==> config.mk <==
export PLATFORM = sky130hd
export DESIGN_NAME = muldiv_unit_flat
export DESIGN_NICKNAME = d
export VERILOG_FILES = /design/src/rtl/muldiv_pkg.sv /design/src/rtl/muldiv_if.sv /design/src/rtl/muldiv_abs_neg.sv /design/src/rtl/muldiv_unit.sv /design/src/flat_wrapper.sv
export SDC_FILE = /design/constraint.sdc
export NUM_CORES = 1
export LEC_CHECK = 0
export ABC_AREA = 1
export CORE_ASPECT_RATIO = 1.25
export CORE_MARGIN = 3
export CORE_UTILIZATION = 35
export DETAILED_ROUTE_END_ITERATION = 8
export GPL_TIMING_DRIVEN = 1
export SYNTH_ARGS = -nofsm -noshare
export SYNTH_HDL_FRONTEND = slang
export SYNTH_SLANG_ARGS = --single-unit
==> constraint.sdc <==
create_clock -name clk -period 3 [get_ports clk]
set_input_delay 0.3 -clock clk [delete_from_list [all_inputs] [get_ports clk]]
set_output_delay 0.3 -clock clk [all_outputs]
set_load 0.1 [all_outputs]
==> src/rtl/muldiv_pkg.sv <==
// rtl/muldiv_pkg.sv - shared encodings and constants for the multiply/divide unit
package muldiv_pkg;

    typedef enum logic [2:0] {
        OP_MULT  = 3'd0,
        OP_MULTU = 3'd1,
        OP_DIV   = 3'd2,
        OP_DIVU  = 3'd3,
        OP_MTHI  = 3'd4,
        OP_MTLO  = 3'd5
    } op_e;

    typedef enum logic [1:0] {
        ST_IDLE = 2'd0,
        ST_RUN  = 2'd1,
        ST_FIX  = 2'd2
    } state_e;

    localparam logic [31:0] DIV0_QUOT = 32'hFFFF_FFFF;

    function automatic logic is_iter_op(input logic [2:0] op);
        return (op <= 3'd3);
    endfunction

endpackage

==> src/rtl/muldiv_if.sv <==
// rtl/muldiv_if.sv - request/result bundle between controller and multiply/divide unit
interface muldiv_if #(
    parameter int WIDTH = 32
);
    logic             start;
    logic [2:0]       op;
    logic [WIDTH-1:0] op_a;
    logic [WIDTH-1:0] op_b;
    logic             busy;
    logic             done;
    logic [WIDTH-1:0] hi;
    logic [WIDTH-1:0] lo;

    modport master (output start, op, op_a, op_b, input busy, done, hi, lo);
    modport slave  (input start, op, op_a, op_b, output busy, done, hi, lo);
endinterface

==> src/rtl/muldiv_abs_neg.sv <==
// rtl/muldiv_abs_neg.sv - conditional two's-complement negate
module muldiv_abs_neg #(
    parameter int W = 32
) (
    input  logic [W-1:0] val_i,
    input  logic         neg_i,
    output logic [W-1:0] res_o
);
    assign res_o = neg_i ? -val_i : val_i;
endmodule

==> src/rtl/muldiv_unit.sv <==
// rtl/muldiv_unit.sv - radix-2 iterative multiply/divide unit owning HI/LO
module muldiv_unit
    import muldiv_pkg::*;
#(
    parameter int WIDTH = 32,
    parameter int CNT_W = 5
) (
    input  logic    clk,
    input  logic    rst,
    muldiv_if.slave bus
);

    state_e             state_q;
    logic [CNT_W-1:0]   cnt_q;
    logic [2*WIDTH-1:0] acc_q, acc_d;
    logic [WIDTH-1:0]   opnd_q;
    logic [WIDTH-1:0]   hi_q, lo_q, hi_d, lo_d;
    logic               is_div_q, neg_prod_q, neg_rem_q, div0_q;
    logic               busy_q, done_q;

    logic               is_signed;
    logic [WIDTH-1:0]   abs_a, abs_b, quot_fix, rem_fix;
    logic [2*WIDTH-1:0] prod_fix;
    logic [WIDTH:0]     mul_sum, rem_sh, diff;

    assign is_signed = (bus.op == OP_MULT) || (bus.op == OP_DIV);

    muldiv_abs_neg #(.W(WIDTH)) u_abs_a (
        .val_i(bus.op_a), .neg_i(is_signed & bus.op_a[WIDTH-1]), .res_o(abs_a));
    muldiv_abs_neg #(.W(WIDTH)) u_abs_b (
        .val_i(bus.op_b), .neg_i(is_signed & bus.op_b[WIDTH-1]), .res_o(abs_b));

    // The quotient shares the product's sign rule; the remainder follows the dividend.
    muldiv_abs_neg #(.W(2*WIDTH)) u_prod_fix (
        .val_i(acc_q), .neg_i(neg_prod_q), .res_o(prod_fix));
    muldiv_abs_neg #(.W(WIDTH)) u_quot_fix (
        .val_i(acc_q[WIDTH-1:0]), .neg_i(neg_prod_q), .res_o(quot_fix));
    muldiv_abs_neg #(.W(WIDTH)) u_rem_fix (
        .val_i(acc_q[2*WIDTH-1:WIDTH]), .neg_i(neg_rem_q), .res_o(rem_fix));

    // acc_q holds {partial, multiplier} for MULT and {remainder, dividend/quotient} for DIV.
    always_comb begin
        mul_sum = {1'b0, acc_q[2*WIDTH-1:WIDTH]} + (acc_q[0] ? {1'b0, opnd_q} : '0);
        rem_sh  = acc_q[2*WIDTH-1:WIDTH-1];
        diff    = rem_sh - {1'b0, opnd_q};
        if (is_div_q) begin
            acc_d = diff[WIDTH] ? {rem_sh[WIDTH-1:0], acc_q[WIDTH-2:0], 1'b0}
                                : {diff[WIDTH-1:0], acc_q[WIDTH-2:0], 1'b1};
            hi_d  = rem_fix;
            lo_d  = div0_q ? DIV0_QUOT[WIDTH-1:0] : quot_fix;
        end else begin
            acc_d = {mul_sum, acc_q[WIDTH-1:1]};
            hi_d  = prod_fix[2*WIDTH-1:WIDTH];
            lo_d  = prod_fix[WIDTH-1:0];
        end
    end

    always_ff @(posedge clk or negedge rst) begin
        if (!rst) begin
            state_q    <= ST_IDLE;
            cnt_q      <= '0;
            acc_q      <= '0;
            opnd_q     <= '0;
            hi_q       <= '0;
            lo_q       <= '0;
            is_div_q   <= 1'b0;
            neg_prod_q <= 1'b0;
            neg_rem_q  <= 1'b0;
            div0_q     <= 1'b0;
            busy_q     <= 1'b0;
            done_q     <= 1'b0;
        end else begin
            done_q <= 1'b0;
            case (state_q)
                ST_IDLE: begin
                    if (bus.start && is_iter_op(bus.op)) begin
                        acc_q      <= {{WIDTH{1'b0}}, abs_a};
                        opnd_q     <= abs_b;
                        is_div_q   <= bus.op[1];
                        neg_prod_q <= is_signed & (bus.op_a[WIDTH-1] ^ bus.op_b[WIDTH-1]);
                        neg_rem_q  <= is_signed & bus.op_a[WIDTH-1];
                        div0_q     <= (bus.op_b == '0);
                        cnt_q      <= '0;
                        busy_q     <= 1'b1;
                        state_q    <= ST_RUN;
                    end else if (bus.start && bus.op == OP_MTHI) begin
                        hi_q <= bus.op_a;
                    end else if (bus.start && bus.op == OP_MTLO) begin
                        lo_q <= bus.op_a;
                    end
                end
                ST_RUN: begin
                    acc_q <= acc_d;
                    cnt_q <= cnt_q + 1'b1;
                    if (cnt_q == CNT_W'(WIDTH - 1)) state_q <= ST_FIX;
                end
                ST_FIX: begin
                    hi_q    <= hi_d;
                    lo_q    <= lo_d;
                    done_q  <= 1'b1;
                    busy_q  <= 1'b0;
                    state_q <= ST_IDLE;
                end
                default: state_q <= ST_IDLE;
            endcase
        end
    end

    assign bus.busy = busy_q;
    assign bus.done = done_q;
    assign bus.hi   = hi_q;
    assign bus.lo   = lo_q;

endmodule

==> src/flat_wrapper.sv <==
// flat-port wrapper written by rule: the top's interface ports become plain ports
module muldiv_unit_flat import muldiv_pkg::*;
#(
    parameter int WIDTH = 32,
    parameter int CNT_W = 5
)
  (clk, rst, bus_start, bus_op, bus_op_a, bus_op_b, bus_busy, bus_done, bus_hi, bus_lo);
  muldiv_if #(.WIDTH(WIDTH)) bus_i ();
  input  logic clk;
  input  logic rst;
  input wire logic [$bits(bus_i.start)-1:0] bus_start;
  input wire logic [$bits(bus_i.op)-1:0] bus_op;
  input wire logic [$bits(bus_i.op_a)-1:0] bus_op_a;
  input wire logic [$bits(bus_i.op_b)-1:0] bus_op_b;
  output wire logic [$bits(bus_i.busy)-1:0] bus_busy;
  output wire logic [$bits(bus_i.done)-1:0] bus_done;
  output wire logic [$bits(bus_i.hi)-1:0] bus_hi;
  output wire logic [$bits(bus_i.lo)-1:0] bus_lo;
  assign bus_i.start = bus_start;
  assign bus_i.op = bus_op;
  assign bus_i.op_a = bus_op_a;
  assign bus_i.op_b = bus_op_b;
  assign bus_busy = bus_i.busy;
  assign bus_done = bus_i.done;
  assign bus_hi = bus_i.hi;
  assign bus_lo = bus_i.lo;
  muldiv_unit #(.WIDTH(WIDTH), .CNT_W(CNT_W)) u_core (.clk(clk), .rst(rst), .bus(bus_i));
endmodule
==> flow_metrics.env <==
export IMPL_status="completed"
export IMPL_via_count=20300
export IMPL_dp_hpwl_mm=60.0
export IMPL_clockBufferDepth=2
export IMPL_crit_path_max_incr_delay_ns=0.46
export IMPL_gp_congestion=0.995
export IMPL_async_reset_ff_frac=1.00
export IMPL_nNetsFinal=3250
export IMPL_area_delta_synth_final_pct=15.9
export IMPL_setup_tns_ns=0
export IMPL_synthesis_nets=3124
export IMPL_antenna_left=0
export IMPL_dieArea_um2=52300
export IMPL_period_needed_ns=2.81
export IMPL_cp_num_buf_inv=4
export IMPL_grt_pass1_vias=19900
export IMPL_post_drt_wl_per_cell_um=20.0
export IMPL_cts_root_buf="clkbuf_16"
export IMPL_ys_warn_count=0
export IMPL_arrival_ns=3.17
export IMPL_numPortBuffers=135
export IMPL_critPathLaunchType="register"
export IMPL_start_util=0.357
export IMPL_layout_cells_non_filler=3765
export IMPL_finalSetupViolCount=0
export IMPL_crit_family="simple AND/OR/NAND/NOR gates"
export IMPL_maxCapViolCount=0
export IMPL_cp_end_kind="register"
export IMPL_path_cells="buf_12 -> nand2_1 -> inv_1 -> ha_1 -> nand2_1 -> nor2_1 -> inv_1 -> nor2_1 -> nand4_1 -> nand4_1 -> nand3_1 -> nand2_1 -> inv_1 -> nand2_1 -> nand2_1"
export IMPL_fmax_mhz=356
export IMPL_vias_per_cell=5.40
export IMPL_worstSkewPairLatency_ns=0.48
export IMPL_fin_area_um2=20100
export IMPL_first_pass_iters=6
export IMPL_synth_seq_area_share=0.250
export IMPL_synth_ff_type="dfrtp_1"
export IMPL_antenna_found_initial=0
export IMPL_cts_made_buffers=17
export IMPL_skew_ns=0.0150
export IMPL_fp_dieW_um=205
export IMPL_max_slew_worst_pin_slew_ns=0.959
export IMPL_place_area_um2=19500
export IMPL_core_um2=48600
export IMPL_crit_type="reg -> reg"
export IMPL_drt_first_iter_violations=1873
export IMPL_drive_above_1_share=0.0734
export IMPL_grt_max_degree=74
export IMPL_slowest_stage="dfrtp_1"
export IMPL_grtUsageTotal=0.286
export IMPL_finalMaxSlewViolations=0
export IMPL_dp_cells=3732
export IMPL_syn_area_um2=17300
export IMPL_path_max_fanout=30
export IMPL_fin_crit_sh=0.935
export IMPL_clk_pin_slew_ns=0.07
export IMPL_grt_pass1_wl_mm=114
export IMPL_synth_area_per_cell_um2=5.82
export IMPL_route_final_wire_length_mm=75.3
export IMPL_ys_ff_latch=173
export IMPL_drc=0
export IMPL_tritoncts="yes"
export IMPL_hold_path_class="in -> reg"
export IMPL_max_slew_margin=0.359
export IMPL_fp_row_count=90
export IMPL_io_pins=136
export IMPL_hold_viol=0
export IMPL_overflow=0
export IMPL_crit_required_ns=3.36
export IMPL_synth_edf_count=0
export IMPL_numClockSinks=173
export IMPL_crit_top_cell="nand2_1"
export IMPL_htreeDepth=4
export IMPL_die_h_um=255
export IMPL_antenna_cells=0
export IMPL_synthCells=2982
export IMPL_ys_types=46
[cell type report]
class                   instances  area (um^2)
repair buffers                202         1760
clock inverters                12          111
flip-flops and latches        173         4330
inverters                     427         1600
clock buffers                  20          447
fillers                      5414        28500
well taps                     644          806
multi-input cells            2287        11000
[worst min-delay path, delay by kind of cell]
kind / cells / cell delay (ns)
buffers and inverters: 2 / 0.50
AOI/OAI and AO/OA: 1 / 0.09
[per-layer routing]
metal | vias to the layer above | GRT usage | wire length, um
li1 | 9845 | - | -
met1 | 9416 | 0.324 | 28600
met2 | 847 | 0.510 | 37000
met3 | 218 | 0.0368 | 4490
met4 | 0 | 0.180 | 5220
met5 | - | 0 | 0
[cell usage after synthesis, types with 9 or more instances]
| cell type | instances | area [um^2] |
|---|---|---|
| nand3_1 | 321 | 1610 |
| nand2_1 | 834 | 3130 |
| o31ai_1 | 9 | 67.6 |
| nor2_1 | 385 | 1450 |
| a31oi_1 | 30 | 188 |
| nor2_2 | 10 | 62.6 |
| buf_1 | 12 | 45.0 |
| xnor2_1 | 18 | 158 |
| nand2_2 | 9 | 56.3 |
| nand4_1 | 34 | 213 |
| o21ai_1 | 15 | 75.1 |
| buf_2 | 19 | 95.1 |
| a21oi_1 | 202 | 1010 |
| xor2_1 | 27 | 236 |
| inv_2 | 15 | 56.3 |
| o21ai_0 | 216 | 1080 |
| ha_1 | 70 | 876 |
| inv_1 | 410 | 1540 |
| nand3b_1 | 14 | 105 |
| nor3_1 | 32 | 160 |
| dfrtp_1 | 173 | 4330 |
| clkbuf_1 | 60 | 225 |
[metrics by stage]
stage	util	worst slack [ns]	hold slack, ns
detailed placement	0.401	0.148	0.400
global route	0.413	-0.0186	0.489
CTS	0.413	0.129	0.451
floorplan	-	0.474	0.00441
global placement	0.401	0.164	0.389
finish	0.413	0.195	0.467
[repair_timing]
action	CTS	global route
hold buffers	1	0
setup endpoints to repair	0	9
resized for setup	0	5
endpoints found under the hold margin	70	0
buffers inserted	0	0
[sequential cells by signal (all words and copies together), names as in the netlist]
register,flops
u_core.state_q,2
u_core.div0_q,1
u_core.bus.busy,1
u_core.bus.done,1
u_core.cnt_q,5
u_core.acc_q,64
u_core.bus.hi,32
u_core.opnd_q,32
u_core.is_div_q,1
u_core.bus.lo,32
u_core.neg_rem_q,1
u_core.neg_prod_q,1
[worst paths after layout]
| check | start | end | slack, ns | depth (start not counted) |
|---|---|---|---|---|
| max reg2reg | u_core.acc_q[0] | u_core.acc_q[49] | 0.19 | 15 |
| max in group asynchronous | rst | u_core.acc_q[61] | 1.57 | 3 |
| min reg2reg | u_core.bus.busy | u_core.bus.busy | 0.48 | 2 |
| min in group asynchronous | rst | u_core.bus.lo[3] | 0.50 | 2 |
| max | u_core.acc_q[0] | u_core.acc_q[49] | 0.19 | 15 |
| min | bus_op[1] | u_core.is_div_q | 0.47 | 3 |
[logic make-up (layout without fill, tap and decap cells)]
logic type,after synthesis,after routing,synth area share
flops,173,173,0.250
buf+inv,522,661,0.116
xor+xnor,45,45,0.0227
simple gates,1666,1666,0.404
fa+ha+maj,72,72,0.0528
compound gates,504,504,0.154
[cell usage in the layout (no fill, tap or decap), types with 17 or more instances in the layout]
master	synthesis	layout
buf_4	0	125
dfrtp_1	173	171
nor2_1	385	384
o21ai_0	216	216
nand3_1	321	321
inv_1	410	410
clkbuf_16	0	17
nand4_1	34	34
a21oi_1	202	202
a31oi_1	30	30
clkdlybuf4s50_1	0	69
xor2_1	27	27
nor3_1	32	32
nand2_1	834	834
xnor2_1	18	18
ha_1	70	70
Power is left out: the tool's default activity adds up to more than one toggle a clock period on the data nets, which glitch-free logic cannot reach.
